===== config.mk =====
export PLATFORM = sky130hd
export DESIGN_NAME = hazard_control
export DESIGN_NICKNAME = d
export VERILOG_FILES = /design/src/rtl/hazard_control.sv
export SDC_FILE = /design/constraint.sdc
export NUM_CORES = 1
export LEC_CHECK = 0
export ABC_CLOCK_PERIOD_IN_PS = 7600
export CORE_AREA = 2 2 111 59
export DETAILED_ROUTE_END_ITERATION = 8
export DIE_AREA = 0 0 113 61
export MAX_ROUTING_LAYER = met4
export PLACE_DENSITY_LB_ADDON = 0.05
export SYNTH_ARGS = -nofsm -noshare
export SYNTH_HDL_FRONTEND = slang
export SYNTH_SLANG_ARGS = --single-unit

===== constraint.sdc =====
create_clock -name clk_i -period 7.6 [get_ports clk_i]
set_input_delay 2.28 -clock clk_i [delete_from_list [all_inputs] [get_ports clk_i]]
set_output_delay 2.28 -clock clk_i [all_outputs]
set_load 0.005 [all_outputs]

===== src/rtl/hazard_control.sv =====
// hazard_control: ID-stage hazard detection for a 5-stage in-order pipeline.
// Tracks the destination register of the instructions now in EX and MEM,
// stalls IF/ID on load-use and branch-operand hazards, flushes IF/ID on a
// taken branch, and keeps saturating counts of stall and flush cycles.
module hazard_control #(
    parameter int unsigned CNT_W = 16
) (
    input  logic             clk_i,
    input  logic             rst_i,
    input  logic             Valid_i,
    input  logic [6:0]       Op_i,
    input  logic [4:0]       RS1addr_i,
    input  logic [4:0]       RS2addr_i,
    input  logic [4:0]       RDaddr_i,
    input  logic             BranchTaken_i,
    output logic             NoOp_o,
    output logic             Stall_o,
    output logic             PCWrite_o,
    output logic             Flush_o,
    output logic [CNT_W-1:0] StallCnt_o,
    output logic [CNT_W-1:0] FlushCnt_o
);

    localparam logic [6:0] OP_R  = 7'b0110011;
    localparam logic [6:0] OP_I  = 7'b0010011;
    localparam logic [6:0] OP_LD = 7'b0000011;
    localparam logic [6:0] OP_ST = 7'b0100011;
    localparam logic [6:0] OP_BR = 7'b1100011;

    localparam logic [CNT_W-1:0] CNT_MAX = '1;

    typedef enum logic [2:0] {
        CLS_NONE,
        CLS_R,
        CLS_I,
        CLS_LD,
        CLS_ST,
        CLS_BR
    } cls_e;

    // Destination of the instruction now in EX.
    typedef struct packed {
        logic       wr;
        logic       ld;
        logic [4:0] rd;
    } ex_shadow_t;

    // Destination of the instruction now in MEM (only loads matter there).
    typedef struct packed {
        logic       ld;
        logic [4:0] rd;
    } mem_shadow_t;

    // True when a live source operand of the IF/ID instruction reads x;
    // x0 is hard-wired to zero and never creates a dependency.
    function automatic logic reg_match(
        input logic [4:0] x,
        input logic [4:0] rs1,
        input logic [4:0] rs2,
        input logic       use1,
        input logic       use2
    );
        return (x != 5'd0) && ((use1 && (rs1 == x)) || (use2 && (rs2 == x)));
    endfunction

    cls_e        cls;
    logic        uses_rs1;
    logic        uses_rs2;
    logic        writes_rd;
    logic        is_br;
    logic        haz_a;
    logic        haz_b;
    logic        haz_c;
    logic        hz;

    ex_shadow_t  ex_q;
    ex_shadow_t  ex_d;
    mem_shadow_t mem_q;
    mem_shadow_t mem_d;
    logic [CNT_W-1:0] stall_cnt_q;
    logic [CNT_W-1:0] stall_cnt_d;
    logic [CNT_W-1:0] flush_cnt_q;
    logic [CNT_W-1:0] flush_cnt_d;

    // Classify the IF/ID instruction and derive which register fields it uses.
    always_comb begin
        // NOTE: every signal written in a combinational block gets a default
        // first, so no path through the block leaves it unassigned (latch).
        cls = CLS_NONE;
        if (Valid_i) begin
            case (Op_i)
                OP_R:    cls = CLS_R;
                OP_I:    cls = CLS_I;
                OP_LD:   cls = CLS_LD;
                OP_ST:   cls = CLS_ST;
                OP_BR:   cls = CLS_BR;
                default: cls = CLS_NONE;
            endcase
        end
        uses_rs1  = (cls != CLS_NONE);
        uses_rs2  = (cls == CLS_R) || (cls == CLS_ST) || (cls == CLS_BR);
        writes_rd = (cls == CLS_R) || (cls == CLS_I) || (cls == CLS_LD);
        is_br     = (cls == CLS_BR);
    end

    // Hazard detection; a stall always wins over a flush so the branch is
    // only resolved once its operands are available.
    always_comb begin
        haz_a = ex_q.ld
                && reg_match(ex_q.rd, RS1addr_i, RS2addr_i, uses_rs1, uses_rs2);
        haz_b = is_br && ex_q.wr
                && reg_match(ex_q.rd, RS1addr_i, RS2addr_i, uses_rs1, uses_rs2);
        haz_c = is_br && mem_q.ld
                && reg_match(mem_q.rd, RS1addr_i, RS2addr_i, uses_rs1, uses_rs2);
        hz        = haz_a || haz_b || haz_c;
        NoOp_o    = hz;
        Stall_o   = hz;
        PCWrite_o = !hz;
        Flush_o   = is_br && BranchTaken_i && !hz;
    end

    // Next-state for the pipeline shadows and the saturating counters.
    always_comb begin
        ex_d = '0;
        if (!hz) begin
            ex_d.wr = writes_rd;
            ex_d.ld = (cls == CLS_LD);
            ex_d.rd = RDaddr_i;
        end

        mem_d.ld = ex_q.ld;
        mem_d.rd = ex_q.rd;

        stall_cnt_d = stall_cnt_q;
        if (hz && (stall_cnt_q != CNT_MAX)) begin
            stall_cnt_d = stall_cnt_q + CNT_W'(1);
        end

        flush_cnt_d = flush_cnt_q;
        if (Flush_o && (flush_cnt_q != CNT_MAX)) begin
            flush_cnt_d = flush_cnt_q + CNT_W'(1);
        end
    end

    // State register with synchronous reset.
    always_ff @(posedge clk_i) begin
        // NOTE: sequential state uses non-blocking assignments so every
        // register samples the pre-edge values, independent of statement order.
        if (rst_i) begin
            ex_q        <= '0;
            mem_q       <= '0;
            stall_cnt_q <= '0;
            flush_cnt_q <= '0;
        end else begin
            ex_q        <= ex_d;
            mem_q       <= mem_d;
            stall_cnt_q <= stall_cnt_d;
            flush_cnt_q <= flush_cnt_d;
        end
    end

    assign StallCnt_o = stall_cnt_q;
    assign FlushCnt_o = flush_cnt_q;

endmodule


==> results_tabular.tex, run 1 <==
\begin{tabular}{lr}
\hline
Metric & Value \\
\hline
\multicolumn{2}{l}{\textbf{Drt}} \\
\quad Avg Vias per Cell & roughly 5.3 \\
\quad Wire per inst & $\sim$15 um \\
\quad Number of design rule violations left after detail routing & 6 \\
\quad Detail Route Antenna Nets & 0 \\
\quad Sum of routed wire length over all layers & $\sim$6000 um \\
\quad Number of DRC markers after the initial detailed-route iteration & 114 \\
\quad Overall via count from detail\_route & around 2200 \\
\quad Pre-antenna DRT Iters & 7 \\
\multicolumn{2}{l}{\textbf{CTS}} \\
\quad CTS tree & yes \\
\quad Buffer type at the clock tree root & sky130\_fd\_sc\_hd\_\_clkbuf\_16 \\
\quad Count of cells resized by post-cts repair & 0 \\
\quad Clk slew on worst S/H paths & 60 ps \\
\quad Setup Buffers After CTS & 0 \\
\quad Hold-fix buffers at CTS & 0 \\
\quad CTS Buf Count & 5 \\
\quad Maximum clock path buffer count & 2 \\
\quad Clock sink total & 45 \\
\quad Later-pin clock latency in the skew report & 290 ps \\
\quad H-tree level count & 2 \\
\multicolumn{2}{l}{\textbf{Floorplanning}} \\
\quad Row Count & 20 \\
\quad Floorplan die height & 61 um \\
\quad Number of top-level pins & 62 \\
\quad Core Box Area & 0.005906 sq mm \\
\quad Horizontal die dimension & around 110 um \\
\quad Initial core utilization & between 30\% and 40\% \\
\quad Area enclosed by the die boundary & about 0.0069 sq mm \\
\multicolumn{2}{l}{\textbf{Timing}} \\
\quad Post-route setup TNS & 0 ps \\
\quad Number of endpoints with negative hold slack in the final report & 0 \\
\quad Highest clock rate & between 100 and 150 MHz \\
\quad Final worst-path cycle share & about 93\% \\
\quad Final setup vio count & 0 \\
\quad Final setup skew & 5.233 ps \\
\quad Max-slew violations & 0 \\
\quad Slew @ Worst Pin & 544.6 ps \\
\quad Unrepaired setup endpoints after global routing & false \\
\quad Min Clock Period, post-route & around 7100 ps \\
\quad Remaining max-slew budget at the tightest pin & 63.69\% \\
\multicolumn{2}{l}{\textbf{Status}} \\
\quad Status & complete, but fails checks \\
\quad Failing checks & design-rule violations \\
\multicolumn{2}{l}{\textbf{Yosys}} \\
\quad Share of the synthesized area in the top cell type & a little under 40\% \\
\quad Share of async-settable or async-resettable flops after synthesis & 0\% \\
\quad Sequential-to-total area share from yosys stat & around two fifths \\
\quad Gate Count Post-Synth & 270 \\
\quad EDFF count, synth & 0 \\
\quad Area of the mapped netlist & 0.002332 sq mm \\
\quad Syn\_area\_per\_cell & 8.638 sq um \\
\quad Most used flip-flop cell after synthesis & sky130\_fd\_sc\_hd\_\_dfxtp\_1 \\
\quad Count of different cell masters after synthesis & 51 \\
\quad Total of flip-flops plus latches after synthesis & 45 \\
\quad Net count after synthesis & 298 \\
\quad Area contributors post-synth & sky130\_fd\_sc\_hd\_\_dfxtp\_1 (39\%), sky130\_fd\_sc\_hd\_\_a21oi\_1 (5.8\%), sky130\_fd\_sc\_hd\_\_xnor2\_1 (5.6\%) \\
\quad Count of yosys warnings during synthesis & 0 \\
\quad Cell type with the largest total area after synthesis & sky130\_fd\_sc\_hd\_\_dfxtp\_1 \\
\quad Dominant cell by count in the synthesized netlist & sky130\_fd\_sc\_hd\_\_dfxtp\_1 \\
\quad Most used standard cells in the synthesized netlist & sky130\_fd\_sc\_hd\_\_dfxtp\_1 (45), sky130\_fd\_sc\_hd\_\_a21oi\_1 (27), sky130\_fd\_sc\_hd\_\_nand3\_1 (17), sky130\_fd\_sc\_hd\_\_or3\_1 (17), sky130\_fd\_sc\_hd\_\_xnor2\_1 (15) \\
\multicolumn{2}{l}{\textbf{Layout}} \\
\quad ANT cells & 0 \\
\quad Total area of multi-input combinational cells & about 0.0014 sq mm \\
\quad Area delta synth->final & 35.19\% \\
\quad Share of layout cells above drive strength 1 & approximately 6.6\% \\
\quad Layout Nets & around 360 \\
\quad Register area & roughly 900 sq um \\
\quad Fillcell total & around 600 \\
\quad Fin util & between 50 and 60\% \\
\multicolumn{2}{l}{\textbf{Pwr}} \\
\quad Leakage component of the power & 0.001039 uW \\
\quad Total power per unit cell area & between 150 and 200 mW/mm\^{}2 \\
\quad Worst vdd ir & 0.07808 mV \\
\multicolumn{2}{l}{\textbf{Placed design}} \\
\quad Number of input and output port buffers inserted & about 60 \\
\quad Routability congestion estimate & about 0.83 \\
\quad Estimated wirelength of the detail-placed design & around 4400 um \\
\multicolumn{2}{l}{\textbf{Global route}} \\
\quad Overall Global Routing Usage & about a fifth \\
\quad Grt total ovfl & 0 \\
\quad Global-route wire length before repair & 9867 um \\
\quad Number of global-route vias before repair & slightly below 2000 \\
\quad Largest net degree at the start of global routing & 44 \\
\quad Number of antenna violations at the first check in global routing & 0 \\
\multicolumn{2}{l}{\textbf{Setup path}} \\
\quad Cell with the most instances on the worst path & sky130\_fd\_sc\_hd\_\_clkdlybuf4s50\_1 \\
\quad Critical Path Fanout Max & 6 \\
\quad Kind of cell adding the most delay to the critical path & simple AND/OR/NAND/NOR gates \\
\quad Cell type of the slowest stage on the worst timing path & sky130\_fd\_sc\_hd\_\_clkdlybuf4s50\_1 \\
\quad Req. time, crit path & between 5000 and 6000 ps \\
\quad Crit start category & primary input \\
\quad CP arrival & $\sim$4800 ps \\
\quad Critical setup path kind & primary input to output pin \\
\quad Buffering stage count on the worst path with inverters included & 2 \\
\quad Endpoint class of the critical path & output pin \\
\quad CP cell instances & clkdlybuf4s50\_1, nand3b\_1, nor4\_2, nor4\_1, o21ai\_2, nand2\_1, and2\_1, nor2\_1, clkdlybuf4s50\_1 \\
\quad Largest incremental delay on the critical path & 550 ps \\
\multicolumn{2}{l}{\textbf{Run}} \\
\quad Max capacitance violation total & 0 \\
\multicolumn{2}{l}{\textbf{Worst hold path}} \\
\quad Class of the tightest hold or removal check & flop to flop \\
\hline
\end{tabular}
-- layout make-up --
cell class / count / share of cell area, %
Multi-Input combinational cell: 208 / 42.82
Timing Repair Buffer: 62 / 19.60
Sequential cell: 45 / 28.57
Tap cell: 77 / 3.056
Clock inverter: 1 / 0.1587
Inverter: 8 / 0.9524
Clock buffer: 7 / 4.841
-- sequential cells by signal, summed over array words and instances (netlist names) --
register    cells
mem_q           6
StallCnt_o     16
ex_q            7
FlushCnt_o     16
-- routing by layer --
layer  vias up  track usage (%)  routed length, um
li1       1107                -                  -
met1       985            29.62               3433
met2        58            23.70               2153
met3         5            5.594                382
met4         0            5.226                 48
met5         -                -                  0
-- cell families (layout without fill, tap and decap cells) --
kind of cell	after synthesis	in the layout	synth area share, %
fa+ha+maj	2	2	1.073
buf+inv	17	78	3.487
mux	3	3	1.395
flops	45	45	38.63
compound gates	62	62	16.36
simple gates	117	117	30.04
xor+xnor	24	24	9.013
-- placed cells by master, fill, tap and decap left out, types with 5 or more instances in the layout --
cell type / n
sky130_fd_sc_hd__nor2_1: 12
sky130_fd_sc_hd__dfxtp_1: 45
sky130_fd_sc_hd__and2_1: 6
sky130_fd_sc_hd__clkdlybuf4s50_1: 61
sky130_fd_sc_hd__o31ai_1: 5
sky130_fd_sc_hd__and3_1: 8
sky130_fd_sc_hd__a21oi_1: 27
sky130_fd_sc_hd__xor2_1: 9
sky130_fd_sc_hd__o21ai_1: 9
sky130_fd_sc_hd__nand4_1: 6
sky130_fd_sc_hd__inv_1: 8
sky130_fd_sc_hd__nor2b_1: 7
sky130_fd_sc_hd__or4_1: 7
sky130_fd_sc_hd__or3_1: 17
sky130_fd_sc_hd__nand2_1: 13
sky130_fd_sc_hd__o21ai_0: 9
sky130_fd_sc_hd__xnor2_1: 15
sky130_fd_sc_hd__nand3_1: 17
sky130_fd_sc_hd__clkbuf_16: 5
-- worst paths after layout --
path / from / end / slack [ps] / cells past startpoint
max: Op_i[3] / Flush_o / 520 / 9
min: FlushCnt_o[14]$_SDFFE_PP0P_ / FlushCnt_o[14]$_SDFFE_PP0P_ / 500 / 2
max reg2reg: FlushCnt_o[0]$_SDFFE_PP0P_ / FlushCnt_o[13]$_SDFFE_PP0P_ / 5270 / 8
min reg2reg: FlushCnt_o[14]$_SDFFE_PP0P_ / FlushCnt_o[14]$_SDFFE_PP0P_ / 500 / 2
-- tightest hold or removal path: stages, from the launching register on --
cell,delay [ps]
sky130_fd_sc_hd__dfxtp_1,330
sky130_fd_sc_hd__o31ai_1,70
sky130_fd_sc_hd__a21oi_1,60
-- where the power goes --
group	total, uW	switching, uW	leakage (uW)	internal, uW
clock network	229	90.1	0.0000799	139
logic	36.0	14.9	0.000595	21.1
registers	242	3.36	0.000364	238
-- through the flow --
stage	worst slack (ps)	total power, uW	instance area (sq um)	instances	hold WS (ps)
after detailed placement	590.9	282.8	2995	400	487.8
after global routing	333.3	527.9	3153	408	522.6
after global placement	619.5	283.2	2995	400	487.1
final	520.7	507.1	3153	408	497.5
after floorplan	1707	262.9	2332	270	460.0
after CTS	539.2	513.8	3153	408	499.9
No activity file was read; power rests on OpenSTA's default activity.
==> inputs of run 2 (changes only) <==
--- a/config.mk
+++ b/config.mk
@@ -6,9 +6,9 @@
 export NUM_CORES = 1
 export LEC_CHECK = 0
 export ABC_CLOCK_PERIOD_IN_PS = 7600
-export CORE_AREA = 2 2 111 59
+export CORE_AREA = 2 2 98 53
 export DETAILED_ROUTE_END_ITERATION = 8
-export DIE_AREA = 0 0 113 61
+export DIE_AREA = 0 0 100 55
 export MAX_ROUTING_LAYER = met4
 export PLACE_DENSITY_LB_ADDON = 0.05
 export SYNTH_ARGS = -nofsm -noshare
==> results_tabular.tex, run 2 (synthesis gave the netlist of run 1 again) <==
\begin{tabular}{lr}
\hline
Metric & Value \\
\hline
\multicolumn{2}{l}{\textbf{Setup path}} \\
\quad Buffering stage count on the worst path with inverters included & 2 (unchanged) \\
\quad Cell with the most instances on the worst path & sky130\_fd\_sc\_hd\_\_clkdlybuf4s50\_1 \\
\quad Endpoint class of the critical path & output pin \\
\quad Critical setup path kind & primary input to output pin \\
\quad Cell type of the slowest stage on the worst timing path & sky130\_fd\_sc\_hd\_\_clkdlybuf4s50\_1 \\
\quad R2R Path End & FlushCnt\_o[15]\$\_SDFFE\_PP0P\_ \\
\quad Depth of the worst register-to-register path & 8 (unchanged) \\
\quad Worst R2R Setup Slack & 5270 ps (about the same) \\
\quad Largest incremental delay on the critical path & 520 ps (-30 ps) \\
\quad CP cell instances & clkdlybuf4s50\_1, nand3b\_1, nor4\_2, nor4\_1, o21ai\_2, nand2\_1, and2\_1, nor2\_1, clkdlybuf4s50\_1 \\
\quad Kind of cell adding the most delay to the critical path & simple AND/OR/NAND/NOR gates \\
\quad Launching point of the worst reg2reg path & FlushCnt\_o[0]\$\_SDFFE\_PP0P\_ \\
\quad Number of gates on the worst path with buffers counted & 9 (unchanged) \\
\quad Critical Path Fanout Max & 6 (unchanged) \\
\quad CP arrival & 4780 ps (-20 ps) \\
\quad Crit start category & primary input \\
\quad Req. time, crit path & 5320 ps (about the same) \\
\multicolumn{2}{l}{\textbf{Floorplanning}} \\
\quad Floorplan die height & 55 um (-9.8\%) \\
\quad Row Count & 18 (-10\%) \\
\quad Number of top-level pins & 62 (unchanged) \\
\quad Core Box Area & 0.004684 sq mm (-21\%) \\
\quad Initial core utilization & 49.79\% (+10 points) \\
\quad Horizontal die dimension & 100 um (-12\%) \\
\quad Area enclosed by the die boundary & 0.005500 sq mm (-20\%) \\
\multicolumn{2}{l}{\textbf{Drt}} \\
\quad Pre-antenna DRT Iters & 4 (-3) \\
\quad Number of DRC markers after the initial detailed-route iteration & 123 (+7.9\%) \\
\quad Detail Route Antenna Nets & 0 (unchanged) \\
\quad Number of design rule violations left after detail routing & 0 (-6) \\
\quad Wire per inst & 14.11 um (-4.3\%) \\
\quad Avg Vias per Cell & 5.477 (+3.7\%) \\
\quad Sum of routed wire length over all layers & 5502 um (-8.6\%) \\
\quad Overall via count from detail\_route & 2136 (-0.88\%) \\
\multicolumn{2}{l}{\textbf{Pwr}} \\
\quad Total power per unit cell area & 139.1 mW/mm\^{}2 (-14\%) \\
\quad Switching power & 94.35 uW (-13\%) \\
\quad Combinational share of power & 8.3\% (+1.2 points) \\
\quad Portion of total power attributed to sequential cells & 56.7\% (+9.0 points) \\
\quad Internal portion of total power & 331.4 uW (-17\%) \\
\quad Net switching share of the total power & 22.16\% (+0.79 points) \\
\quad Part of the total power dissipated in the clock network & 35.0\% (-10 points) \\
\quad Worst vdd ir & 0.09423 mV (+21\%) \\
\quad Leakage component of the power & 0.001004 uW (-3.4\%) \\
\multicolumn{2}{l}{\textbf{Timing}} \\
\quad Max-slew violations & 0 (unchanged) \\
\quad Hold Worst Slack & 496.7 ps (-0.7380 ps) \\
\quad Number of endpoints with negative hold slack in the final report & 0 (unchanged) \\
\quad Remaining max-slew budget at the tightest pin & 66.67\% (+3.0 points) \\
\quad Final setup vio count & 0 (unchanged) \\
\quad Min Clock Period, post-route & 7064 ps (-15.17 ps) \\
\quad Post-route setup TNS & 0 ps (unchanged) \\
\quad Slew @ Worst Pin & 500.0 ps (-44.61 ps) \\
\quad Fin worst setup slack & 535.9 ps (+15.17 ps) \\
\quad Unrepaired setup endpoints after global routing & false \\
\quad Final worst-path cycle share & 92.95\% (-0.20 points) \\
\quad Highest clock rate & 141.6 MHz (+0.22\%) \\
\quad Final setup skew & 6.337 ps (+1.104 ps) \\
\multicolumn{2}{l}{\textbf{Status}} \\
\quad Status & finished, final reports clean \\
\multicolumn{2}{l}{\textbf{Global route}} \\
\quad Largest net degree at the start of global routing & 44 (unchanged) \\
\quad Overall Global Routing Usage & 22.08\% (+2.7 points) \\
\quad Grt total ovfl & 0 (unchanged) \\
\quad Number of antenna violations at the first check in global routing & 0 (unchanged) \\
\quad Global-route wire length before repair & 9018 um (-8.6\%) \\
\quad Number of global-route vias before repair & 1873 (-5.3\%) \\
\multicolumn{2}{l}{\textbf{Layout}} \\
\quad Area delta synth->final & 31.22\% \\
\quad Most common cell after layout, fill and taps aside & sky130\_fd\_sc\_hd\_\_clkdlybuf4s50\_1 \\
\quad Share of layout cells above drive strength 1 & 6.061\% (-0.59 points) \\
\quad Most used cells in the layout excluding fill and tap cells & sky130\_fd\_sc\_hd\_\_clkdlybuf4s50\_1 (61), sky130\_fd\_sc\_hd\_\_dfxtp\_1 (45), sky130\_fd\_sc\_hd\_\_a21oi\_1 (27) \\
\quad Layout Nets & 358 (unchanged) \\
\quad Cell area after layout & 0.003060 sq mm (-2.9\%) \\
\quad ANT cells & 0 (unchanged) \\
\multicolumn{2}{l}{\textbf{CTS}} \\
\quad CTS tree & yes \\
\quad Hold-fix buffers at CTS & 0 (unchanged) \\
\quad Setup Buffers After CTS & 0 (unchanged) \\
\quad Count of cells resized by post-cts repair & 0 (unchanged) \\
\quad Later-pin clock latency in the skew report & 290 ps (about the same) \\
\quad CTS Buf Count & 5 (unchanged) \\
\quad Clk slew on worst S/H paths & 80 ps (+20 ps) \\
\quad Buffer type at the clock tree root & sky130\_fd\_sc\_hd\_\_clkbuf\_8 \\
\quad Clock sink total & 45 (unchanged) \\
\quad H-tree level count & 2 (unchanged) \\
\quad Maximum clock path buffer count & 2 (unchanged) \\
\multicolumn{2}{l}{\textbf{Placed design}} \\
\quad Routability congestion estimate & 0.8979 (+8.2\%) \\
\quad Estimated wirelength of the detail-placed design & 4079 um (-6.8\%) \\
\quad Post-DP Area & 0.002974 sq mm (-0.71\%) \\
\quad Number of input and output port buffers inserted & 61 (unchanged) \\
\quad Pre-CTS setup slack & 559.7 ps (-31.15 ps) \\
\multicolumn{2}{l}{\textbf{Worst hold path}} \\
\quad Number of stages on the worst hold path & 2 (unchanged) \\
\quad Worst hold endpoint & FlushCnt\_o[8]\$\_SDFFE\_PP0P\_ \\
\quad Hold\_sp & FlushCnt\_o[8]\$\_SDFFE\_PP0P\_ \\
\quad Class of the tightest hold or removal check & flop to flop \\
\multicolumn{2}{l}{\textbf{Run}} \\
\quad Max capacitance violation total & 0 (unchanged) \\
\hline
\end{tabular}
==> run 2: final cells by class <==
class                   instances  area [sq um]
fillers                       408          1624
flip-flops and latches         45         900.9
clock buffers                   7         86.33
inverters                       8         30.03
repair buffers                 62         618.1
well taps                      60         75.07
multi-input cells             208          1350
==> run 2: layer usage <==
metal  vias up  wire length [um]  share of wire, %  GRT usage [%]
li1       1095                 -                 -              -
met1       976              3150                57          32.85
met5         -                 0                 0              -
met4         0                39              0.71          4.795
met3         7               322               5.9          5.528
met2        58              1991                36          29.62
==> run 2: power by group through the flow <==
stage | clock network (uW) | logic, uW | registers [uW]
2_1_floorplan | 0 | 16.9 | 246
3_3_place_gp | 0 | 35.5 | 247
3_5_place_dp | 0 | 35.5 | 247
4_1_cts | 152 | 35.7 | 241
5_1_grt | 162 | 38.4 | 242
6_report | 149 | 35.5 | 241
==> run 2: worst max-delay path by stage <==
stage | start | end | slack (ps)
final | Op_i[3] | Flush_o | 540
after CTS | Op_i[3] | Flush_o | 540
after global routing | Op_i[1] | Flush_o | 370
after global placement | Op_i[3] | Flush_o | 620
after floorplan | Op_i[3] | Stall_o | 1710
after detailed placement | Op_i[3] | Flush_o | 560
==> run 2: worst register-to-register path: stages, from the launching register on <==
cell and delay (ps):
sky130_fd_sc_hd__dfxtp_1 350, sky130_fd_sc_hd__ha_1 230, sky130_fd_sc_hd__and3_1 200, sky130_fd_sc_hd__nand3_1 180, sky130_fd_sc_hd__nor3_1 90, sky130_fd_sc_hd__a21o_1 200
sky130_fd_sc_hd__nand3b_4 320, sky130_fd_sc_hd__or4_1 540, sky130_fd_sc_hd__a21oi_1 160
==> run 2: stage by stage <==
stage / cells / power [uW] / util, %
global route: 390 / 442.3 / 65.33
finish: 390 / 425.7 / 65.33
detailed placement: 383 / 282.5 / 63.49
global placement: 383 / 282.5 / 63.49
CTS: 390 / 429.5 / 65.33
floorplan: 270 / 262.9 / -
